===== src/rtl/quad_pkg.sv =====
// Shared encodings and helpers for the quadrature decoder.
package quad_pkg;

    localparam logic [1:0] Q_S00 = 2'b00;
    localparam logic [1:0] Q_S01 = 2'b01;
    localparam logic [1:0] Q_S11 = 2'b11;
    localparam logic [1:0] Q_S10 = 2'b10;

    localparam logic DIR_UP = 1'b1;
    localparam logic DIR_DW = 1'b0;

    typedef enum logic [1:0] {
        STEP_NONE,
        STEP_FWD,
        STEP_REV,
        STEP_ILL
    } step_t;

    // Forward (count-up) successor in the Gray sequence 00->01->11->10->00.
    function automatic logic [1:0] q_next_fwd(input logic [1:0] s);
        logic [1:0] n;
        case (s)
            Q_S00:   n = Q_S01;
            Q_S01:   n = Q_S11;
            Q_S11:   n = Q_S10;
            default: n = Q_S00;
        endcase
        return n;
    endfunction

    function automatic step_t q_classify(input logic [1:0] prev, input logic [1:0] cur);
        step_t st;
        if (cur == prev)
            st = STEP_NONE;
        else if (cur == q_next_fwd(prev))
            st = STEP_FWD;
        else if (prev == q_next_fwd(cur))
            st = STEP_REV;
        else
            st = STEP_ILL;
        return st;
    endfunction

    function automatic int unsigned q_latency(input int unsigned sync_stages,
                                              input int unsigned filt_len);
        return sync_stages + filt_len + 1;
    endfunction

endpackage


===== src/rtl/quad_input_filter.sv =====
// One encoder channel: P_SYNC_STAGES synchroniser followed by a persistence
// glitch filter that accepts a new level after P_FILT_LEN stable cycles.
module quad_input_filter #(
    parameter int P_SYNC_STAGES = 2,
    parameter int P_FILT_LEN    = 4
) (
    input  logic i_clk,
    input  logic i_rst,
    input  logic i_raw,
    output logic o_filt
);

    localparam int CW = (P_FILT_LEN > 1) ? $clog2(P_FILT_LEN) : 1;
    localparam logic [CW-1:0] C_LAST = CW'(P_FILT_LEN - 1);

    logic [P_SYNC_STAGES-1:0] r_sync;
    logic                     r_filt;
    logic [CW-1:0]            r_cnt;
    logic                     w_s;

    assign w_s    = r_sync[P_SYNC_STAGES-1];
    assign o_filt = r_filt;

    always_ff @(posedge i_clk or posedge i_rst) begin
        if (i_rst) begin
            r_sync <= '0;
            r_filt <= 1'b0;
            r_cnt  <= '0;
        end else begin
            r_sync <= {r_sync[P_SYNC_STAGES-2:0], i_raw};
            // Any return to the accepted level restarts the persistence count.
            if (w_s == r_filt) begin
                r_cnt <= '0;
            end else if (r_cnt == C_LAST) begin
                r_filt <= w_s;
                r_cnt  <= '0;
            end else begin
                r_cnt <= r_cnt + CW'(1);
            end
        end
    end

endmodule


===== src/rtl/quad_decoder.sv =====
// Quadrature A/B decoder producing enable/up_dw for the up/down counter.
// Define QUAD_X1_DECODE_EN for x1 decoding (one pulse per full cycle); default is x4.
module quad_decoder
    import quad_pkg::*;
#(
    parameter int P_SYNC_STAGES = 2,
    parameter int P_FILT_LEN    = 4,
    parameter int P_ERR_BIT     = 8
) (
    input  logic                 clk,
    input  logic                 reset,
    input  logic                 clear,
    input  logic                 in_a,
    input  logic                 in_b,
    output logic                 enable,
    output logic                 up_dw,
    output logic                 error,
    output logic [P_ERR_BIT-1:0] err_count
);

    logic       w_fa;
    logic       w_fb;
    logic [1:0] w_cur;
    logic [1:0] r_prev;
    step_t      w_step;

    quad_input_filter #(
        .P_SYNC_STAGES (P_SYNC_STAGES),
        .P_FILT_LEN    (P_FILT_LEN)
    ) u_filt_a (
        .i_clk  (clk),
        .i_rst  (reset),
        .i_raw  (in_a),
        .o_filt (w_fa)
    );

    quad_input_filter #(
        .P_SYNC_STAGES (P_SYNC_STAGES),
        .P_FILT_LEN    (P_FILT_LEN)
    ) u_filt_b (
        .i_clk  (clk),
        .i_rst  (reset),
        .i_raw  (in_b),
        .o_filt (w_fb)
    );

    assign w_cur  = {w_fa, w_fb};
    assign w_step = q_classify(r_prev, w_cur);

    always_ff @(posedge clk or posedge reset) begin
        if (reset) begin
            r_prev    <= Q_S00;
            enable    <= 1'b0;
            error     <= 1'b0;
            up_dw     <= DIR_UP;
            err_count <= '0;
        end else begin
            r_prev <= w_cur;
            enable <= 1'b0;
            error  <= 1'b0;
            case (w_step)
                STEP_FWD: begin
`ifdef QUAD_X1_DECODE_EN
                    if (r_prev == Q_S10 && w_cur == Q_S00) begin
                        enable <= 1'b1;
                        up_dw  <= DIR_UP;
                    end
`else
                    enable <= 1'b1;
                    up_dw  <= DIR_UP;
`endif
                end
                STEP_REV: begin
`ifdef QUAD_X1_DECODE_EN
                    if (r_prev == Q_S00 && w_cur == Q_S10) begin
                        enable <= 1'b1;
                        up_dw  <= DIR_DW;
                    end
`else
                    enable <= 1'b1;
                    up_dw  <= DIR_DW;
`endif
                end
                STEP_ILL: error <= 1'b1;
                default: ;
            endcase
            // clear takes priority; the counter sticks at all-ones.
            if (clear)
                err_count <= '0;
            else if (w_step == STEP_ILL && err_count != '1)
                err_count <= err_count + P_ERR_BIT'(1);
        end
    end

endmodule


===== config.mk =====
export PLATFORM = sky130hd
export DESIGN_NAME = quad_decoder
export DESIGN_NICKNAME = d
export VERILOG_FILES = /design/src/rtl/quad_pkg.sv /design/src/rtl/quad_input_filter.sv /design/src/rtl/quad_decoder.sv
export SDC_FILE = /design/constraint.sdc
export NUM_CORES = 1
export LEC_CHECK = 0
export ABC_AREA = 0
export CORE_MARGIN = 2
export CORE_UTILIZATION = 51
export DETAILED_ROUTE_END_ITERATION = 10
export PLACE_DENSITY = 0.79
export SLEW_MARGIN = 0
export SYNTH_ARGS = -nofsm -noshare
export SYNTH_HDL_FRONTEND = slang
export SYNTH_SLANG_ARGS = --single-unit

===== constraint.sdc =====
create_clock -name clk -period 2.78 [get_ports clk]
set_clock_uncertainty 0.1 [all_clocks]
set_input_delay 0.834 -clock clk [delete_from_list [all_inputs] [get_ports clk]]
set_output_delay 0.834 -clock clk [all_outputs]
set_load 0.005 [all_outputs]

Yosys cells after proc, flatten, opt, wreduce, memory -nomap -nowiden:

Index checks and enable logic that the tools add are counted.

* word-level logic and storage cells: 56
* input bits: 5
* output and inout port bits: 11
* memory bits (writable): 0
* ROM bits: 0
* memories: 0
* flip-flop bits (word level): 23
* latch bits: 0

* mux-type cells: 17
* multiply operators: 0
* reduce and logical (&&, ||, !) cells: 8
* divide/modulo/power cells: 0
* shift-type cells: 0
* $add $sub $neg: 3
* bitwise operators: 2
* equal/unequal tests: 15
* $lt $le $gt $ge: 0

Operators by type and width (count)
* 2-bit two-way mux: 9
* 8-bit two-way mux: 2
* 2-bit == test (second input constant): 6
* 2-bit one-hot mux with 3 select lines: 2
* 8-bit by 1-bit adder with 8-bit output (second input constant): 1
* 8-bit != test (second input constant): 1
* 2-bit by 1-bit == test with 1-bit output (second input constant): 3
* 2-bit == test: 3
* 2-bit by 1-bit adder with 2-bit output (second input constant): 2
* 2-bit zero test: 2
* 2-bit AND reduction: 2
* 2-bit nonzero test: 2
* 1-bit two-way mux: 3
* 1-bit == test: 2
* 1-bit inverter: 2
* 1-bit one-hot mux with 2 select lines: 1
* 2-bit OR reduction: 1
* 1-bit logical AND: 1

Longest topological paths before layout:

Gate-level depths: netlist of the first run.

* word-level depth: 14
* mapped depth: 8
* depth with buffers taken out: 7

Cells and area by module:

From an unflattened synthesis of the first run, not the netlist that was laid out.

* cell total of the unflattened synthesis: 87
* area, all modules: 1043.5 sq um

By module, submodules not included
* quad_decoder: cells an instance 65, seq. area each 326.6 sq um, area each 688.2 sq um, instances 1
* quad_input_filter: cells an instance 11, seq. area each 125.1 sq um, area each 177.7 sq um, instances 2

Worst setup path after synthesis of the first run:

Ideal clock, no wire load.

* kind: register to register
* start point: register u_filt_b.r_filt, in the netlist u_filt_b.o_filt
* end point: register err_count[0]
* library setup time: 0.125 ns
* cell stages (with the launch flop): 7
* period minus slack after synthesis: 1.969 ns
* required time: 2.555 ns
* path slack: 0.811 ns
* arrival: 1.744 ns
* buffers on the path: 1
* cells stage by stage: dfrtp_1 clkbuf_1 nor2b_1 o31ai_1 ha_1 a21boi_2 mux2_4

* longest elaborated chain between the ends: 11
* elaborated cells between the ends (all ways): 15
* those cells by class: 6 x eq/ne; 6 x mux; 3 x reduce/logical

Ends and longest elaborated chain
* start: declaration: RTL line quad_input_filter.sv:17 `logic r_filt;`
* start signal: assignment: RTL line quad_input_filter.sv:35 `r_filt <= w_s;`
* 2-bit == test (tied with other cells): RTL line quad_pkg.sv:22 `case (s)`
* 2-bit one-hot mux with 3 select lines: RTL line quad_pkg.sv:22
* 2-bit two-way mux: RTL line quad_pkg.sv:35 `else if (cur == q_next_fwd(prev))`
* 2-bit two-way mux: RTL line quad_pkg.sv:33 `if (cur == prev)`
* 2-bit == test: RTL line quad_pkg.sv:37 `else if (prev == q_next_fwd(cur))`
* 1-bit two-way mux: RTL line quad_pkg.sv:37
* 2-bit two-way mux: RTL line quad_pkg.sv:35
* 2-bit two-way mux (*): RTL line quad_pkg.sv:33
* 2-bit == test (*): RTL line quad_decoder.sv:90 `else if (w_step == STEP_ILL && err_count != '1)`
* 1-bit logical AND (*): RTL line quad_decoder.sv:90
* 2-bit nonzero test (no line) (*)
* end signal: assignment: RTL line quad_decoder.sv:91 `err_count <= err_count + P_ERR_BIT'(1);`
* end: declaration: RTL line quad_decoder.sv:18 `output logic [P_ERR_BIT-1:0] err_count`

Every way passes the cells marked *; elsewhere a longest branch is shown, timed or not. The select of a mux whose other input is x is not followed.
A chain may end at the register's enable or synchronous reset.

Worst setup path in the final report of the first run:

* start point: register err_count[3]
* end point: output err_count[3]

No word-level cell between the ends.

==> impl_metrics.ini, run 1 <==
[layout]
nFillCells = 161
final_common_cell = dfrtp_1
final_nets = 115
final_cell_mix = dfrtp_1, clkdlybuf4s50_1, nor2b_1
area_growth_pct = 20.6
drive_above_1_share_pct = 12.5
antenna_cells = 0

[detailed_routing]
ant_nets = 0
drcViolationCount = 0
routed_via_density = 5.39
wl_per_cell_um = 12.8
drtIter0Drc = 5
firstDrtPassIters = 4
via_count = 706
wirelength_um = 1670

[die]
dieArea_um2 = 2380
core_area_um2 = 1920
io_pins = 16
start_util_pct = 53.3
num_rows = 16
die_w_um = 48.8
die_h_um = 48.8

[clock_network]
cts.sinks = 23
cts_setup_buffers = 0
ctsHoldBuffers = 0
clk_pin_slew_worst_paths_ns = 0.12
cts_buffers = 3
cts-resized-gates = 0
cts_tree = yes
root_buffer = clkbuf_4
htree_num_levels = 1
cts_buffer_depth = 2
clock_latency_ns = 0.30

[timing]
drv_slew = 0
worstMarginPinSlew_ns = 0.346
final-hold-violation-count = 0
period_needed_ns = 2.29
fmax_ghz = 0.436
finalSetupTns_ns = 0
rsz0062_at_grt = no
setup_viol = 0
timing.slew.headroom_pct = 76.9
holdWs_ns = 0.260
post-route-period-util_pct = 82.4

[setup_path]
worst-path-buf-inv = 1
crit_type = reg -> out
rr_endpoint = err_count[0]
crit_chain = clkdlybuf4s50_1
cp_top_family = buffers and inverters
cpPeakStageDelay_ns = 0.55
worstReg2RegStart = u_filt_b.o_filt
ff2ff_setup_slack_ns = 0.70
crit_slowest_cell = clkdlybuf4s50_1
cp_max_fo = 8
cp-start-kind = flip-flop
worstPathArrival_ns = 1.36
endpoint_kind = output pin
r2r_cells = 5
cp_data_required_time_ns = 1.85

[synthesis]
synth_top_area_share_pct = 53.7
ys_ff_latch = 23
yosysSeqAreaShare_pct = 56.3
ys.flop_type = dfrtp_1
ys_warn_count = 0
synth_cell_types = 32
synth_area_um2 = 1020
yosys-top-cells-area = dfrtp_1, ha_1, a211oi_1
syn_nets = 96
synth_edf_count = 0
synth_top_area_cell = dfrtp_1
async_flop_share_pct = 100
syn_inst = 86
syn_avg_cell_area_um2 = 11.9

[power_and_ir_drop]
p_int_uw = 699
netSwitchingFraction_pct = 32.6
p_seq_share_pct = 48.8
combinationalPowerShare_pct = 37.2
net-switching-power_uw = 339
pwr-share-clk_pct = 14.0
power_density_nw_per_um2 = 839
p_leak_nw = 0.527
irDropWorstVdd_mv = 0.552

[grt]
grt_overflow = 0
grt_antenna_before_repair = 0
grt_pass1_vias = 705
grt_max_degree = 24
grt_pass1_wl_um = 3120
track_usage_pct = 17.0

[place]
place_congestion = 0.790
dp_hpwl_um = 1230
port_buffers = 15

[run_status]
status = completed

[hold_path]
min_from = u_filt_b.r_sync[0]
min_path_type = reg -> reg
hold_depth = 0
min_to = u_filt_b.r_sync[1]

[job]
max-cap-violations = 0
## worst max-delay path by stage
stage | startpoint | endpoint | slack, ns | depth (start not counted)
floorplan | u_filt_b.o_filt | err_count[0] | 0.81 | 6
global placement | u_filt_b.o_filt | err_count[7] | 0.69 | 6
CTS | err_count[3] | err_count[3] | 0.48 | 1
finish | err_count[3] | err_count[3] | 0.49 | 1
global route | err_count[3] | err_count[3] | 0.42 | 1
detailed placement | clear | err_count[0] | 0.67 | 3
## through the flow
stage	area [µm²]	utilization (%)	cells	total power [mW]	setup WS, ns
2_1_floorplan	1020	-	86	0.773	0.811
3_3_place_gp	1210	62.9	127	0.880	0.695
3_5_place_dp	1210	62.9	127	0.908	0.673
4_1_cts	1240	64.3	131	1.06	0.483
5_1_grt	1240	64.3	131	1.14	0.416
6_report	1240	64.3	131	1.04	0.488
## registers in the layout, summed over array words and instances, names as in the netlist
signal,count
u_filt_b.r_sync,2
u_filt_a.r_cnt,2
u_filt_a.r_sync,2
u_filt_b.o_filt,1
error,1
u_filt_a.o_filt,1
enable,1
u_filt_b.r_cnt,2
err_count,8
up_dw,1
r_prev,2
## routing by layer
metal / GRT usage [%] / vias up / routed length, µm
li1: - / 349 / -
met3: 3.99 / 2 / 61
met4: 5.71 / 0 / 12
met2: 30.1 / 15 / 788
met5: 0 / - / 0
met1: 20.2 / 340 / 810
## logic make-up (layout without fill, tap and decap cells)
logic type / Yosys count / count (layout) / share of synthesized area (%)
buffers and inverters: 5 / 23 / 1.83
and+or+nand+nor: 28 / 28 / 16.2
adders and majority gates: 5 / 5 / 6.11
xor gates and xnor gates: 2 / 2 / 1.71
DFF: 23 / 23 / 56.3
AOI/OAI and AO/OA: 19 / 19 / 13.2
muxes: 4 / 4 / 4.64
## cell usage after synthesis, types with 2 or more instances
| library cell | instances |
|---|---|
| dfrtp_1 | 22 |
| nor2b_1 | 6 |
| a211oi_1 | 5 |
| ha_1 | 5 |
| nor3_1 | 5 |
| nand2_1 | 4 |
| o21ai_0 | 4 |
| inv_1 | 3 |
| nand4_1 | 3 |
| nor2_1 | 3 |
| a31oi_1 | 2 |
| mux2_2 | 2 |
| nand2b_1 | 2 |
| xnor2_1 | 2 |
## area by class of cell
| type | count | area, µm² | area share, % |
|---|---|---|---|
| Sequential cell | 23 | 577 | 46.7 |
| Multi-Input combinational cell | 58 | 429 | 34.7 |
| Timing Repair Buffer | 16 | 158 | 12.8 |
| Tap cell | 27 | 33.8 | 2.73 |
| Clock buffer | 3 | 22.5 | 1.82 |
| Inverter | 3 | 11.3 | 0.911 |
| Clock inverter | 1 | 5.00 | 0.405 |
## power by group through the flow
| stage | Sequential (mW) | Clock (mW) | Combinational [mW] |
|---|---|---|---|
| after floorplan | 0.490 | 0 | 0.284 |
| after global placement | 0.508 | 0 | 0.372 |
| after detailed placement | 0.515 | 0 | 0.393 |
| after CTS | 0.508 | 0.154 | 0.395 |
| after global routing | 0.521 | 0.174 | 0.441 |
| final | 0.506 | 0.145 | 0.386 |
No activity file was read; power rests on OpenSTA's default activity.
==> inputs of run 2 (changes only) <==
--- a/config.mk
+++ b/config.mk
@@ -7,9 +7,9 @@
 export LEC_CHECK = 0
 export ABC_AREA = 0
 export CORE_MARGIN = 2
-export CORE_UTILIZATION = 51
+export CORE_UTILIZATION = 46
 export DETAILED_ROUTE_END_ITERATION = 10
-export PLACE_DENSITY = 0.79
+export PLACE_DENSITY = 0.76
 export SLEW_MARGIN = 0
 export SYNTH_ARGS = -nofsm -noshare
 export SYNTH_HDL_FRONTEND = slang
==> constraint.sdc (replaced) <==
create_clock -name clk -period 1.9 [get_ports clk]
set_clock_uncertainty 0.1 [all_clocks]
set_input_delay 0.57 -clock clk [delete_from_list [all_inputs] [get_ports clk]]
set_output_delay 0.57 -clock clk [all_outputs]
set_load 0.005 [all_outputs]
==> run 2 against run 1 <==
  * Non-clock buffer count is 18 higher
  * First-iteration DRC count grew to 5.4 times the previous value
  * Combinational power is 130% higher
  * Total power is 79% higher
  * Highest routed layer unchanged
  * Final cell count is 15% higher
  * The flow now finishes with violations (setup timing)
==> impl_metrics.ini, run 2 (synthesis gave the netlist of run 1 again) <==
[grt]
grt_pass1_vias = 748
grt_antenna_before_repair = 0
grt_overflow = 0
grt_max_degree = 24
track_usage_pct = 17.5
grt_pass1_wl_um = 3330

[power_and_ir_drop]
p_leak_nw = 0.644
pwr-share-clk_pct = 12.2
p_int_mw = 1.22
power_density_nw_per_um2 = 1280
combinationalPowerShare_pct = 48.0
irDropWorstVdd_mv = 0.795
p_seq_share_pct = 39.7
netSwitchingFraction_pct = 34.0
net-switching-power_uw = 631

[detailed_routing]
drtIter0Drc = 27
ant_nets = 0
via_count = 823
routed_via_density = 5.49
wirelength_um = 2090
wl_per_cell_um = 13.9
firstDrtPassIters = 4
drcViolationCount = 0

[clock_network]
cts_buffers = 3
root_buffer = clkbuf_4
cts_tree = yes
cts.sinks = 23
cts_buffer_depth = 2
clk_pin_slew_worst_paths_ns = 0.13
clock_latency_ns = 0.30
htree_num_levels = 1

[layout]
antenna_cells = 0
multi_input_area_um2 = 502
nFillCells = 164
fin_cells = 150
final_nets = 133
drive_above_1_share_pct = 36.1
area_growth_pct = 41.8
final_core_util_pct = 67.6
largest_register_ffs = 8
final_cell_mix = dfrtp_1, buf_4, clkdlybuf4s50_1
final_common_cell = dfrtp_1
regMostFlops = err_count
seq_area_um2 = 581

[timing]
drv_slew = 0
worstMarginPinSlew_ns = 0.287
fmax_ghz = 0.519
final-hold-violation-count = 0
period_needed_ns = 1.93
rsz0062_at_grt = yes
post-route-period-util_pct = 101
timing.slew.headroom_pct = 80.9
setup_viol = 1
layout_setup_ws_ns = -0.0268

[setup_path]
crit_type = reg -> reg
worstPathArrival_ns = 2.03
cp-start-kind = flip-flop
cp_data_required_time_ns = 2.01
ff2ff_setup_slack_ns = -0.03
endpoint_kind = flip-flop
cp_max_fo = 7

[run_status]
violations = setup timing
status = complete, but fails checks

[die]
core_area_um2 = 2150
dieArea_um2 = 2620
die_w_um = 51.2
num_rows = 17
die_h_um = 51.2
io_pins = 16
start_util_pct = 47.7

[place]
dp_slack_ns = -0.0346
dp_hpwl_um = 1270
place_inst = 132
port_buffers = 15
place_congestion = 0.893

[job]
max-cap-violations = 0

[hold_path]
min_path_type = reg -> reg
run 2: critical path, stage by stage (launching register included):
cell     delay [ns]
dfrtp_1        0.45
buf_6          0.14
a21o_1         0.17
o21ai_2        0.20
ha_4           0.20
nand4_1        0.19
nor4b_2        0.32
nor3_2         0.06
run 2: layer usage:
layer | part of all wire [%] | track usage (%) | up-vias | wire length [µm]
li1 | - | - | 382 | -
met1 | 43 | 21.7 | 421 | 905
met2 | 52 | 28.6 | 16 | 1090
met3 | 3.3 | 3.51 | 4 | 69
met4 | 1.3 | 9.46 | 0 | 28
met5 | 0 | 0 | - | 0
run 2: path summary, 6_finish.rpt:
check,from,end,depth (start not counted)
max,u_filt_b.o_filt,err_count[7],7
min,u_filt_b.r_sync[0],u_filt_b.r_sync[1],0
max reg2reg,u_filt_b.o_filt,err_count[7],7
min reg2reg,u_filt_b.r_sync[0],u_filt_b.r_sync[1],0
max in group asynchronous,reset,up_dw,3
min in group asynchronous,reset,u_filt_b.r_sync[1],3
run 2: power by group through the flow:
stage          clock network, mW  logic, mW  registers, mW
2_1_floorplan                  0      0.436          0.718
3_3_place_gp                   0      0.610          0.739
3_5_place_dp                   0      0.634          0.745
4_1_cts                    0.231      0.837          0.732
5_1_grt                    0.244      0.976          0.754
6_report                   0.227      0.891          0.737
run 2: cell type report:
cell class,count,area share [%]
sequential,23,40.0
multi-input combinational,58,34.5
timing repair buffer,34,20.5
tap,28,2.41
clock buffer,4,1.81
inverter,3,0.775
run 2: what timing repair did:
| item | in CTS | in global routing |
|---|---|---|
| pin swaps | 4 | 6 |
| gates resized for setup | 14 | 7 |
| endpoints found under the hold margin | 0 | 0 |
| hold buffers | 0 | 0 |
| setup buffers | 11 | 3 |
| gates cloned | 0 | 0 |
| setup endpoints to repair | 11 | 8 |
run 2: per-stage QoR:
stage / power (mW) / instance area [µm²] / hold WS, ns / TNS (ns)
2_1_floorplan: 1.15 / 1030 / 0.231 / 0
3_3_place_gp: 1.35 / 1250 / 0.233 / 0
3_5_place_dp: 1.38 / 1250 / 0.240 / -0.0475
4_1_cts: 1.80 / 1400 / 0.269 / 0
5_1_grt: 1.97 / 1450 / 0.271 / -0.428
6_report: 1.85 / 1450 / 0.266 / -0.0268
==> inputs of run 3 (changes only) <==
--- a/config.mk
+++ b/config.mk
@@ -8,9 +8,11 @@
 export ABC_AREA = 0
 export CORE_MARGIN = 2
 export CORE_UTILIZATION = 46
+export CTS_CLUSTER_DIAMETER = 100
 export DETAILED_ROUTE_END_ITERATION = 10
 export PLACE_DENSITY = 0.76
 export SLEW_MARGIN = 0
 export SYNTH_ARGS = -nofsm -noshare
 export SYNTH_HDL_FRONTEND = slang
 export SYNTH_SLANG_ARGS = --single-unit
+export TNS_END_PERCENT = 5
==> run 3 against run 2 <==
  * Final cell count is 7.3% lower
  * Final area is 10% lower
  * Clock power is 4% lower
  * Critical path type unchanged
  * Critical path depth down 1
  * Fmax down 1.0%
  * Count of clock-buffer cells in the layout unchanged
  * Total power down 13%
  * Largest cell class unchanged
  * Non-clock buffer count shrank 11
  * Register-to-register slack worse by 0.02 ns
  * Sequential cell count did not move
  * The run still ends with setup timing left
  * Worst setup slack lost 0.020 ns
==> impl_metrics.ini, run 3 (synthesis gave the netlist of run 1 again) <==
[timing]
post-route-period-util_pct = 102
period_needed_ns = 1.95
fmax_ghz = 0.514
layout_setup_ws_ns = -0.0465
rsz0062_at_grt = yes
worstMarginPinSlew_ns = 0.286
final-hold-violation-count = 0
setup_viol = 3
finalSetupTns_ns = -0.0790
timing.slew.headroom_pct = 80.9
holdWs_ns = 0.265
drv_slew = 0

[layout]
largest_register_ffs = 8
final_cell_mix = dfrtp_1, clkdlybuf4s50_1, buf_4
drive_above_1_share_pct = 24.3
regMostFlops = err_count
postLayoutCellArea_um2 = 1310
final_nets = 122
antenna_cells = 0
nFillCells = 175
final_common_cell = dfrtp_1
area_growth_pct = 27.6

[die]
die_h_um = 51.2
num_rows = 17
dieArea_um2 = 2620
core_area_um2 = 2150
die_w_um = 51.2
io_pins = 16
start_util_pct = 47.7

[grt]
track_usage_pct = 15.1
grt_max_degree = 24
grt_overflow = 0
grt_pass1_vias = 654
grt_pass1_wl_um = 2900
grt_antenna_before_repair = 0

[setup_path]
path_depth = 6
crit_type = reg -> reg
cp_data_required_time_ns = 2.00
cp_top_family = simple AND/OR/NAND/NOR gates
worst-path-buf-inv = 0
cp_max_fo = 7
endpoint_kind = flip-flop
cpPeakStageDelay_ns = 0.45
r2r_cells = 6
crit_chain = nor2b_1 -> o31ai_2 -> ha_2 -> nand4_1 -> nor4b_2 -> nor3_2
crit_slowest_cell = dfrtp_2
cp-start-kind = flip-flop
worstPathArrival_ns = 2.04

[power_and_ir_drop]
p_leak_nw = 0.585
irDropWorstVdd_mv = 0.731
power_density_nw_per_um2 = 1230

[place]
port_buffers = 15
dp_hpwl_um = 1270
dp_slack_ns = -0.0346
place_area_um2 = 1250
place_congestion = 0.893

[run_status]
violations = setup timing
status = complete, but fails checks

[clock_network]
cts_buffers = 3
htree_num_levels = 1
cts_buffer_depth = 2
clock_latency_ns = 0.30
cts.sinks = 23
cts_tree = yes
ctsHoldBuffers = 0
clk_pin_slew_worst_paths_ns = 0.12
root_buffer = clkbuf_4

[detailed_routing]
drtIter0Drc = 8
firstDrtPassIters = 4
ant_nets = 0
wl_per_cell_um = 12.5
routed_via_density = 5.28
wirelength_um = 1740
drcViolationCount = 0
via_count = 734

[hold_path]
hold_depth = 0
min_path_type = reg -> reg

[job]
max-cap-violations = 0
-- run 3: final cells by class --
class	instances	area (µm²)	share of cell area, %
flip-flops and latches	23	581	44.4
multi-input cells	58	453	34.6
repair buffers	23	201	15.4
well taps	28	35.0	2.68
clock buffers	4	26.3	2.01
inverters	3	11.3	0.861
-- run 3: path summary, 6_finish.rpt --
check / start / end / slack, ns
setup / recovery: u_filt_b.o_filt / err_count[7] / -0.05
max in group asynchronous: reset / up_dw / 0.94
setup reg to reg: u_filt_b.o_filt / err_count[7] / -0.05
hold / removal: u_filt_b.r_sync[0] / u_filt_b.r_sync[1] / 0.26
hold reg to reg: u_filt_b.r_sync[0] / u_filt_b.r_sync[1] / 0.26
min in group asynchronous: reset / u_filt_b.r_sync[1] / 0.48
-- run 3: per-layer routing --
metal  global-route usage (%)  wire length (µm)  vias to the layer above  share of wire [%]
met5                        0                 0                        -                  0
met4                     8.11                16                        0               0.92
met3                     3.51                46                        2                2.7
met2                     23.4               850                       12                 49
met1                     19.7               821                      354                 47
li1                         -                 -                      366                  -
-- run 3: power breakdown --
| group | leakage, nW | internal (mW) | switching, mW |
|---|---|---|---|
| Combinational | 0.282 | 0.375 | 0.280 |
| Clock | 0.0150 | 0.0817 | 0.138 |
| Sequential | 0.288 | 0.633 | 0.101 |
| Total | 0.585 | 1.09 | 0.519 |
-- run 3: repair_timing --
action                                  CTS  global route
gates resized for setup                   9             4
endpoints found under the setup margin   11             8
setup buffers                             0             3
cloned                                    0             0
endpoints found under the hold margin     0             0
pin swaps                                 0             4
-- run 3: stage by stage --
stage | utilization (%) | std cells | power (mW)
floorplan | - | 86 | 1.15
global placement | 58.1 | 132 | 1.35
detailed placement | 58.1 | 132 | 1.38
CTS | 59.0 | 136 | 1.58
global route | 60.9 | 139 | 1.73
finish | 60.9 | 139 | 1.61
